$ cat config.mk
export PLATFORM = sky130hd
export DESIGN_NAME = cmd_frame_tx
export DESIGN_NICKNAME = d
export VERILOG_FILES = /design/src/rtl/cmd_frame_pkg.sv /design/src/rtl/uart_tx_byte.sv /design/src/rtl/cmd_frame_tx.sv
export SDC_FILE = /design/constraint.sdc
export NUM_CORES = 1
export LEC_CHECK = 0
export BUFFER_PORTS_ARGS = -buffer_cell sky130_fd_sc_hd__buf_2
export CAP_MARGIN = 10
export CELL_PAD_IN_SITES_DETAIL_PLACEMENT = 1
export CELL_PAD_IN_SITES_GLOBAL_PLACEMENT = 2
export CORE_AREA = 2 2 163 165
export DETAILED_ROUTE_END_ITERATION = 10
export DIE_AREA = 0 0 165 167
export GPL_TIMING_DRIVEN = 1
export PLACE_DENSITY_LB_ADDON = 0.1
export REMOVE_ABC_BUFFERS = 1
export SYNTH_ARGS = -nofsm -noshare
export SYNTH_HDL_FRONTEND = slang
export SYNTH_SLANG_ARGS = --single-unit
$ cat constraint.sdc
create_clock -name clk -period 3.4 [get_ports clk]
set_input_delay 0.17 -clock clk [delete_from_list [all_inputs] [get_ports clk]]
set_output_delay 0.17 -clock clk [all_outputs]
set_load 0.05 [all_outputs]
$ cat src/rtl/cmd_frame_pkg.sv
// rtl/cmd_frame_pkg.sv - shared FSM encoding and UART framing constants
package cmd_frame_pkg;
   localparam int DEFAULT_CLK_DIV = 434;
   localparam int DATA_BITS       = 8;
   localparam int STOP_BITS       = 1;

   typedef enum logic [2:0] {
      ST_IDLE       = 3'd0,
      ST_START_BIT  = 3'd1,
      ST_DATA_BIT   = 3'd2,
      ST_PARITY_BIT = 3'd3,
      ST_STOP_BIT   = 3'd4
   } tx_state_t;
endpackage

$ cat src/rtl/uart_tx_byte.sv
// rtl/uart_tx_byte.sv - 8N1 byte serializer with load/done handshake
// Optional even parity bit: define CMD_FRAME_TX_PARITY_EN.
module uart_tx_byte
   import cmd_frame_pkg::*;
#(
   parameter int CLK_DIV = DEFAULT_CLK_DIV
)(
   input  logic       clk,
   input  logic       rst,
   input  logic       load,
   input  logic [7:0] data,
   output logic       done,
   output logic       tx
);
   localparam int STOP_CYC = CLK_DIV * STOP_BITS;
   localparam int CNT_W    = $clog2(STOP_CYC);

   tx_state_t        state, state_nxt;
   logic [CNT_W-1:0] baud_cnt;
   logic [2:0]       bit_idx;
   logic [7:0]       shreg;
   logic             tick;
`ifdef CMD_FRAME_TX_PARITY_EN
   logic             parity;
`endif

   // The stop period may span several bit times, every other state exactly one.
   assign tick = (state == ST_STOP_BIT) ? (baud_cnt == CNT_W'(STOP_CYC - 1))
                                        : (baud_cnt == CNT_W'(CLK_DIV - 1));

   always_ff @(posedge clk) begin
      if (!rst) state <= ST_IDLE;
      else      state <= state_nxt;
   end

   always_ff @(posedge clk) begin
      if (!rst) begin
         baud_cnt <= '0;
         bit_idx  <= '0;
         shreg    <= '0;
`ifdef CMD_FRAME_TX_PARITY_EN
         parity   <= 1'b0;
`endif
      end else if (load) begin
         baud_cnt <= '0;
         bit_idx  <= '0;
         shreg    <= data;
`ifdef CMD_FRAME_TX_PARITY_EN
         parity   <= ^data;
`endif
      end else if (state != ST_IDLE) begin
         baud_cnt <= tick ? '0 : baud_cnt + CNT_W'(1);
         if (tick && state == ST_DATA_BIT) begin
            shreg   <= {1'b0, shreg[7:1]};
            bit_idx <= bit_idx + 3'd1;
         end
      end
   end

   always_comb begin
      state_nxt = state;
      case (state)
         ST_IDLE:      if (load) state_nxt = ST_START_BIT;
         ST_START_BIT: if (tick) state_nxt = ST_DATA_BIT;
         ST_DATA_BIT:
            if (tick && bit_idx == 3'(DATA_BITS - 1))
`ifdef CMD_FRAME_TX_PARITY_EN
               state_nxt = ST_PARITY_BIT;
`else
               state_nxt = ST_STOP_BIT;
`endif
`ifdef CMD_FRAME_TX_PARITY_EN
         ST_PARITY_BIT: if (tick) state_nxt = ST_STOP_BIT;
`endif
         // A load on the final stop cycle chains the next byte with no idle gap.
         ST_STOP_BIT:  if (tick) state_nxt = load ? ST_START_BIT : ST_IDLE;
         default:      state_nxt = ST_IDLE;
      endcase
   end

   always_comb begin
      done = 1'b0;
      tx   = 1'b1;
      case (state)
         ST_START_BIT: tx = 1'b0;
         ST_DATA_BIT:  tx = shreg[0];
`ifdef CMD_FRAME_TX_PARITY_EN
         ST_PARITY_BIT: tx = parity;
`endif
         ST_STOP_BIT: begin
            tx   = 1'b1;
            done = tick;
         end
         default:      tx = 1'b1;
      endcase
   end
endmodule

$ cat src/rtl/cmd_frame_tx.sv
// rtl/cmd_frame_tx.sv - command frame transmitter: cmd byte plus FIFO payload over UART
// Optional even parity bit per byte: define CMD_FRAME_TX_PARITY_EN.
module cmd_frame_tx
   import cmd_frame_pkg::*;
#(
   parameter  int CLK_DIV    = DEFAULT_CLK_DIV,
   parameter  int FIFO_DEPTH = 16,
   localparam int LEN_W      = $clog2(FIFO_DEPTH) + 1
)(
   input  logic             clk,
   input  logic             rst,
   input  logic             wr_en,
   input  logic [7:0]       wr_data,
   output logic             full,
   input  logic             start,
   input  logic [7:0]       cmd,
   input  logic [LEN_W-1:0] len,
   output logic             busy,
   output logic             err,
   output logic             tx
);
   localparam int PTR_W = LEN_W - 1;

   logic [7:0]       mem [FIFO_DEPTH];
   logic [PTR_W-1:0] wr_ptr, rd_ptr;
   logic [LEN_W-1:0] count, remaining;
   logic             accept, reject, pop, push_ok, load, done;
   logic [7:0]       load_data;

   assign full      = (count == LEN_W'(FIFO_DEPTH));
   assign accept    = start && !busy && (len <= count);
   assign reject    = start && !accept;
   assign pop       = done && (remaining != '0);
   // A pop in the same cycle frees a slot, so a push while full still lands.
   assign push_ok   = wr_en && (!full || pop);
   assign load      = accept || pop;
   assign load_data = accept ? cmd : mem[rd_ptr];

   always_ff @(posedge clk) begin
      if (push_ok) mem[wr_ptr] <= wr_data;
   end

   always_ff @(posedge clk) begin
      if (!rst) begin
         wr_ptr    <= '0;
         rd_ptr    <= '0;
         count     <= '0;
         remaining <= '0;
         busy      <= 1'b0;
         err       <= 1'b0;
      end else begin
         err <= reject || (wr_en && !push_ok);
         if (push_ok) wr_ptr <= wr_ptr + PTR_W'(1);
         if (pop)     rd_ptr <= rd_ptr + PTR_W'(1);
         case ({push_ok, pop})
            2'b10:   count <= count + LEN_W'(1);
            2'b01:   count <= count - LEN_W'(1);
            default: count <= count;
         endcase
         // len is latched at acceptance, so later writes never lengthen the frame.
         if (accept) begin
            busy      <= 1'b1;
            remaining <= len;
         end else if (pop) begin
            remaining <= remaining - LEN_W'(1);
         end else if (done) begin
            busy      <= 1'b0;
         end
      end
   end

   uart_tx_byte #(.CLK_DIV(CLK_DIV)) u_uart (
      .clk  (clk),
      .rst  (rst),
      .load (load),
      .data (load_data),
      .done (done),
      .tx   (tx)
   );
endmodule

==> run_results.csv, run 1 <==
group,metric,value,unit
synth,synthFlopType,"edfxtp_1",
worst_hold_path,hp-class,"in2reg",
drt,wl_met1,9220,um
grt,grt_pass1_wl,29800,um
synth,post_synth.cell_area_avg,13.6,sq um
grt,grt_max_degree,30,
cts,cts-root-buf,"clkbuf_16",
setup_path,crit_arrival,3.21,ns
synth,netlist_area,7660,sq um
cts,cts_setup_buffers,0,
drt,first_pass_iters,4,
cts,cts-buffers-inserted,17,
floorplanning,die_x,165,um
sta,worst_slack,0.502,ns
setup_path,reg2reg_to,"count[4]",
placement,gp_congestion,0.737,
placement,dp_hpwl,12900,um
job,cap_violations,0,
cts,cts.sinks,175,
drt,drc,0,
sta,period_share,85.2,%
sta,max_slew.worst_pin.slew,0.785,ns
cells_and_area,area_growth_syn_to_layout,15.9,%
setup_path,cp-end-kind,"flop",
synth,ys_ff_latch,175,
grt,grt_antenna_before_repair,0,
cts,htreeDepth,4,
power,ir_drop,224,uV
placement,pre_cts_ws,0.463,ns
cts,cts_buffer_depth,2,
worst_hold_path,whs_path_depth,3,
setup_path,crit_fanout,12,
synth,ys_seq_area_share,62.5,%
sta,rsz0062_at_grt,"false",
synth,syn_inst,564,
drt,drt_iter0_drc,298,
power,static-leakage-power,3.05,nW
drt,wl_per_cell,20.0,um
sta,hold_violations,0,
setup_path,required,3.71,ns
floorplanning,die-area,27600,sq um
sta,finalSetupViolCount,0,
synth,netlist.area_leader.share,50.2,%
cts,clk_latency,0.43,ns
cells_and_area,antennaDiodeCount,0,
setup_path,criticalPathCategory,"reg2reg",
synth,ys_async_sr_fraction,0,%
floorplanning,core_area,25800,sq um
sta,slew_viol_final,0,
grt,overflow,0,
drt,met3WireLength,481,um
sta,timing.fmax,345,MHz
cells_and_area,drive_gt1_share,20.5,%
synth,synthTopCellsByArea,"edfxtp_1, dfxtp_1, mux4_2",
cts,clk_pin_slew,0.08,ns
drt,highest_layer,"met4",
setup_path,critPathLaunchType,"flop",
placement,io_buffers,28,
cts,cts_tree,"done",
worst_hold_path,hold_start,"len[1]",
drt,drt-total-wl,19200,um
setup_path,r2r-start,"u_uart.baud_cnt[0]",
grt,track_usage,14.6,%
sta,layout_min_cycle_time,2.90,ns
cts,cts_resized,0,
setup_path,regToRegSetupSlack,0.50,ns
drt,wl_met2,9150,um
drt,via_count,4652,
floorplanning,die_y,167,um
power,p_per_area,521,nW/um^2
status,status,"finished, final reports clean",
synth,synthDistinctLibCells,63,
floorplanning,start_util,29.7,%
sta,tns,0,ns
drt,final_antenna_net_count,0,
synth,yosysMostFrequentCell,"edfxtp_1",
synth,synth-edff-count,128,
floorplanning,io_pins,29,
sta,slew_headroom,47.4,%
drt,viasPerCell,4.86,
sta,clock_skew,0.0171,ns
synth,synth_commonest_cells,"edfxtp_1, nor2_1, dfxtp_1",
synth,yosys_warnings,0,
synth,yosys.area.top_type,"edfxtp_1",
grt,grt_pass1_vias,4839,
setup_path,reg2reg_depth,12,
floorplanning,num_rows,59,
cells_and_area,fillers,2719,
worst_hold_path,min_to,"remaining[1]",
cells_and_area,final_nets,656,
cts,cts_hold_buf,2,
-- worst max path at each step --
stage               end  cells after the start               start  slack (ns)
2_1_floorplan  count[4]                     12  u_uart.baud_cnt[0]        0.69
3_3_place_gp   count[4]                     12  u_uart.baud_cnt[0]        0.49
3_5_place_dp   count[4]                     12  u_uart.baud_cnt[0]        0.46
4_1_cts        count[4]                     12  u_uart.baud_cnt[0]        0.45
5_1_grt        count[4]                     12  u_uart.baud_cnt[0]        0.30
6_report       count[4]                     12  u_uart.baud_cnt[0]        0.50
-- placed cells by master, fill, tap and decap left out, types with 16 or more instances in the layout --
master       n
a21oi_1     23
buf_2       28
buf_4       25
clkbuf_16   17
dfxtp_1     47
edfxtp_1   128
ha_1        19
mux2i_1     21
nand2_1     32
nor2_1      49
o21ai_0     16
-- metal layers --
metal	GRT usage, %	vias up
met3	3.04	18
met2	23.0	54
met5	0	-
met1	20.4	2361
li1	-	2219
met4	3.89	0
-- critical path, stage by stage, from the launching register on --
cell,delay (ns)
dfxtp_1,0.45
ha_1,0.18
and4b_2,0.30
and2_4,0.23
nand3_1,0.14
or2_2,0.33
inv_1,0.11
ha_1,0.27
a21o_1,0.19
a21oi_1,0.17
mux2i_1,0.24
xnor2_1,0.14
nor2_1,0.05
-- kinds of logic (layout without fill, tap and decap cells) --
family | after synthesis | count (layout) | synth area share (%)
AOI/OAI and AO/OA | 94 | 94 | 8.17
xor gates and xnor gates | 22 | 22 | 2.52
adders and majority gates | 20 | 20 | 3.37
and+or+nand+nor | 158 | 158 | 11.0
buffers and inverters | 44 | 103 | 3.02
DFF | 175 | 175 | 62.5
muxes | 51 | 51 | 9.46
-- sequential cells by signal, indices dropped and copies added, names as in the netlist, named ones only --
| register | flops |
|---|---|
| remaining | 5 |
| busy | 1 |
| rd_ptr | 4 |
| u_uart.shreg | 8 |
| err | 1 |
| count | 5 |
| u_uart.baud_cnt | 9 |
| mem | 128 |
| wr_ptr | 4 |
| u_uart.state | 3 |
| u_uart.bit_idx | 3 |
-- power breakdown --
part / internal [mW] / leakage (nW) / switching (mW) / total [mW]
combinational: 0.101 / 1.22 / 0.163 / 0.264
clock: 1.11 / 0.289 / 0.897 / 2.01
sequential: 2.33 / 1.54 / 0.0262 / 2.35
total: 3.54 / 3.05 / 1.09 / 4.62
-- through the flow --
stage | area (sq um) | hold slack, ns | util, % | total power, mW | std cells
6_report | 8870 | 0.0111 | 34.4 | 4.62 | 958
5_1_grt | 8870 | 0.00502 | 34.4 | 4.81 | 958
4_1_cts | 8870 | 0.00635 | 34.4 | 4.68 | 958
3_5_place_dp | 8250 | 0.444 | 32.0 | 2.67 | 925
3_3_place_gp | 8250 | 0.420 | 32.0 | 2.66 | 925
2_1_floorplan | 7480 | 0.269 | - | 2.55 | 536
-- final cells by class --
| class | instances | area, sq um | area share (%) |
|---|---|---|---|
| flip-flops and latches | 175 | 4780 | 53.9 |
| multi-input cells | 345 | 2640 | 29.8 |
| clock buffers | 17 | 425 | 4.80 |
| well taps | 335 | 419 | 4.72 |
| repair buffers | 56 | 368 | 4.15 |
| clock inverters | 14 | 174 | 1.96 |
| inverters | 16 | 60.1 | 0.677 |
Note: power is estimated with default switching activity, not from simulation.
==> run 2: changes to the inputs <==
Settings changed: BUFFER_PORTS_ARGS -buffer_cell sky130_fd_sc_hd__buf_2 to unset, DONT_BUFFER_PORTS set to 1.
==> run 2 against run 1 <==
Net effect:
- sequential cell count did not move
- sequential power barely moved
- total power decreased by 2.2%
- fmax shrank 6.6%
- largest cell class unchanged
==> run_results.csv, run 2 (synthesis results as in run 1) <==
group,metric,value,unit
status,status,"finished, final reports clean",
power,sw_frac_of_total,24.8,%
drt,via_count,4667,
cells_and_area,fillers,2728,
setup_path,crit_arrival,3.40,ns
cts,htreeDepth,4,
setup_path,required,3.69,ns
power,power_switching,1.12,mW
floorplanning,die-area,27600,sq um
sta,hold_violations,0,
sta,max_slew.worst_pin.slew,1.03,ns
placement,gp_congestion,0.758,
drt,wl_per_cell,20.7,um
setup_path,criticalPathCategory,"reg2reg",
sta,layout_min_cycle_time,3.10,ns
setup_path,crit_path_start,"u_uart.baud_cnt[0]",
setup_path,critPathLaunchType,"flop",
power,p_comb_share,5.6,%
sta,clock_skew,0.0153,ns
cells_and_area,regMostFlops,"mem",
cells_and_area,largest_register_ffs,128,
cts,cts-buffers-inserted,17,
drt,drc,0,
drt,final_antenna_net_count,0,
power,seqPwrFrac,52.2,%
cells_and_area,final_common_cell,"edfxtp_1",
grt,track_usage,15.0,%
cells_and_area,area_growth_syn_to_layout,15.9,%
sta,slew_viol_final,0,
grt,grt_antenna_before_repair,0,
cts,cts.sinks,175,
setup_path,reg2reg_depth,12,
sta,slew_headroom,31.3,%
job,cap_violations,0,
cts,clk_pin_slew,0.07,ns
floorplanning,die_y,167,um
drt,drt_iter0_drc,281,
setup_path,regToRegSetupSlack,0.30,ns
grt,overflow,0,
cells_and_area,mostFrequentLayoutCells,"edfxtp_1, nor2_1, dfxtp_1",
placement,io_buffers,0,
drt,viasPerCell,4.92,
grt,grt_pass1_vias,4917,
sta,rsz0062_at_grt,"false",
sta,tns,0,ns
cells_and_area,largestRegisters,"mem: 128 flops, u_uart.baud_cnt: 9 flops, u_uart.shreg: 8 flops",
power,ir_drop,293,uV
cells_and_area,final_cells,948,
setup_path,timing.critical_path.to,"count[4]",
grt,grt_pass1_wl,30100,um
cts,cts_setup_buffers,0,
sta,finalSetupViolCount,0,
floorplanning,start_util,29.7,%
placement,dp_hpwl,13200,um
grt,grt_max_degree,29,
cells_and_area,drive_gt1_share,16.2,%
floorplanning,die_x,165,um
power,static-leakage-power,2.99,nW
power,p_int,3.40,mW
worst_hold_path,hp-class,"in2reg",
setup_path,cp-end-kind,"flop",
sta,period_share,91.3,%
placement,post-place-cells,894,
cells_and_area,final_nets,645,
drt,drt-total-wl,19600,um
setup_path,r2r-start,"u_uart.baud_cnt[0]",
cts,cts-root-buf,"clkbuf_16",
power,p_per_area,510,nW/um^2
drt,first_pass_iters,5,
cts,cts_buffer_depth,2,
floorplanning,num_rows,59,
setup_path,reg2reg_to,"count[4]",
sta,timing.fmax,322,MHz
setup_path,crit_fanout,12,
cts,cts_tree,"done",
floorplanning,core_area,25800,sq um
floorplanning,io_pins,29,
power,clockPowerShare,42.2,%
cts,clk_latency,0.44,ns
cells_and_area,antennaDiodeCount,0,
[run 2: changes by cell type in the layout (fill, tap and decap cells not counted), moves of 2 or more]
cell,change
buf_4,-2
bufinv_16,-2
dlygate4sd3_1,+20
inv_8,+2
buf_2,-28
[run 2: repair_timing]
| item | in CTS | in global routing |
|---|---|---|
| gates resized for setup | 0 | 1 |
| hold buffers | 22 | 0 |
| hold endpoints to repair | 142 | 0 |
| setup endpoints to repair | 0 | 1 |
[run 2: power by group through the flow]
stage | clock network [mW] | registers (mW) | logic (mW)
floorplan | 0 | 2.40 | 0.150
global placement | 0 | 2.41 | 0.206
detailed placement | 0 | 2.41 | 0.208
CTS | 1.98 | 2.36 | 0.256
global route | 2.05 | 2.37 | 0.281
finish | 1.91 | 2.36 | 0.252
[run 2: layer usage]
layer	up-vias	track usage, %	wire, um
li1	2194	-	-
met1	2392	19.9	9120
met2	72	24.4	9660
met3	9	3.36	583
met4	0	4.31	216
met5	-	0	0
[run 2: worst min-delay path by stage]
stage	to	cells past startpoint	start	slack, ns
after floorplan	mem[0][0]	0	wr_data[0]	0.27
after global placement	mem[1][2]	0	wr_data[2]	0.27
after detailed placement	mem[3][7]	0	wr_data[7]	0.27
after CTS	u_uart.shreg[0]	2	cmd[0]	0.008
after global routing	u_uart.shreg[5]	2	cmd[5]	0.02
final	u_uart.shreg[0]	2	cmd[0]	0.03
[run 2: layout make-up]
cell class                      instances  area (sq um)  share of cell area [%]
Clock inverter                         15           141                    1.59
Tap cell                              335           419                    4.73
Inverter                               16          60.1                   0.677
Sequential cell                       175          4790                    54.0
Multi-Input combinational cell        345          2650                    29.8
Clock buffer                           17           425                    4.80
Timing Repair Buffer                   45           393                    4.43
[run 2: critical path: stages (launching register included)]
cell     delay (ns)
dfxtp_1        0.45
ha_1           0.18
and4b_2        0.30
and2_4         0.24
nand3_2        0.20
or2_2          0.36
inv_1          0.12
ha_1           0.28
a21o_1         0.20
a21oi_1        0.17
mux2i_1        0.25
xnor2_1        0.15
nor2_1         0.06
[run 2: through the flow]
step | power, mW | cell area, sq um | hold slack (ns) | setup slack [ns] | util [%]
floorplan | 2.55 | 7480 | 0.269 | 0.686 | -
global placement | 2.62 | 8080 | 0.270 | 0.333 | 31.4
detailed placement | 2.62 | 8080 | 0.270 | 0.182 | 31.4
CTS | 4.60 | 8860 | 0.00764 | 0.176 | 34.4
global route | 4.70 | 8870 | 0.0193 | 0.0614 | 34.4
finish | 4.53 | 8870 | 0.0255 | 0.297 | 34.4
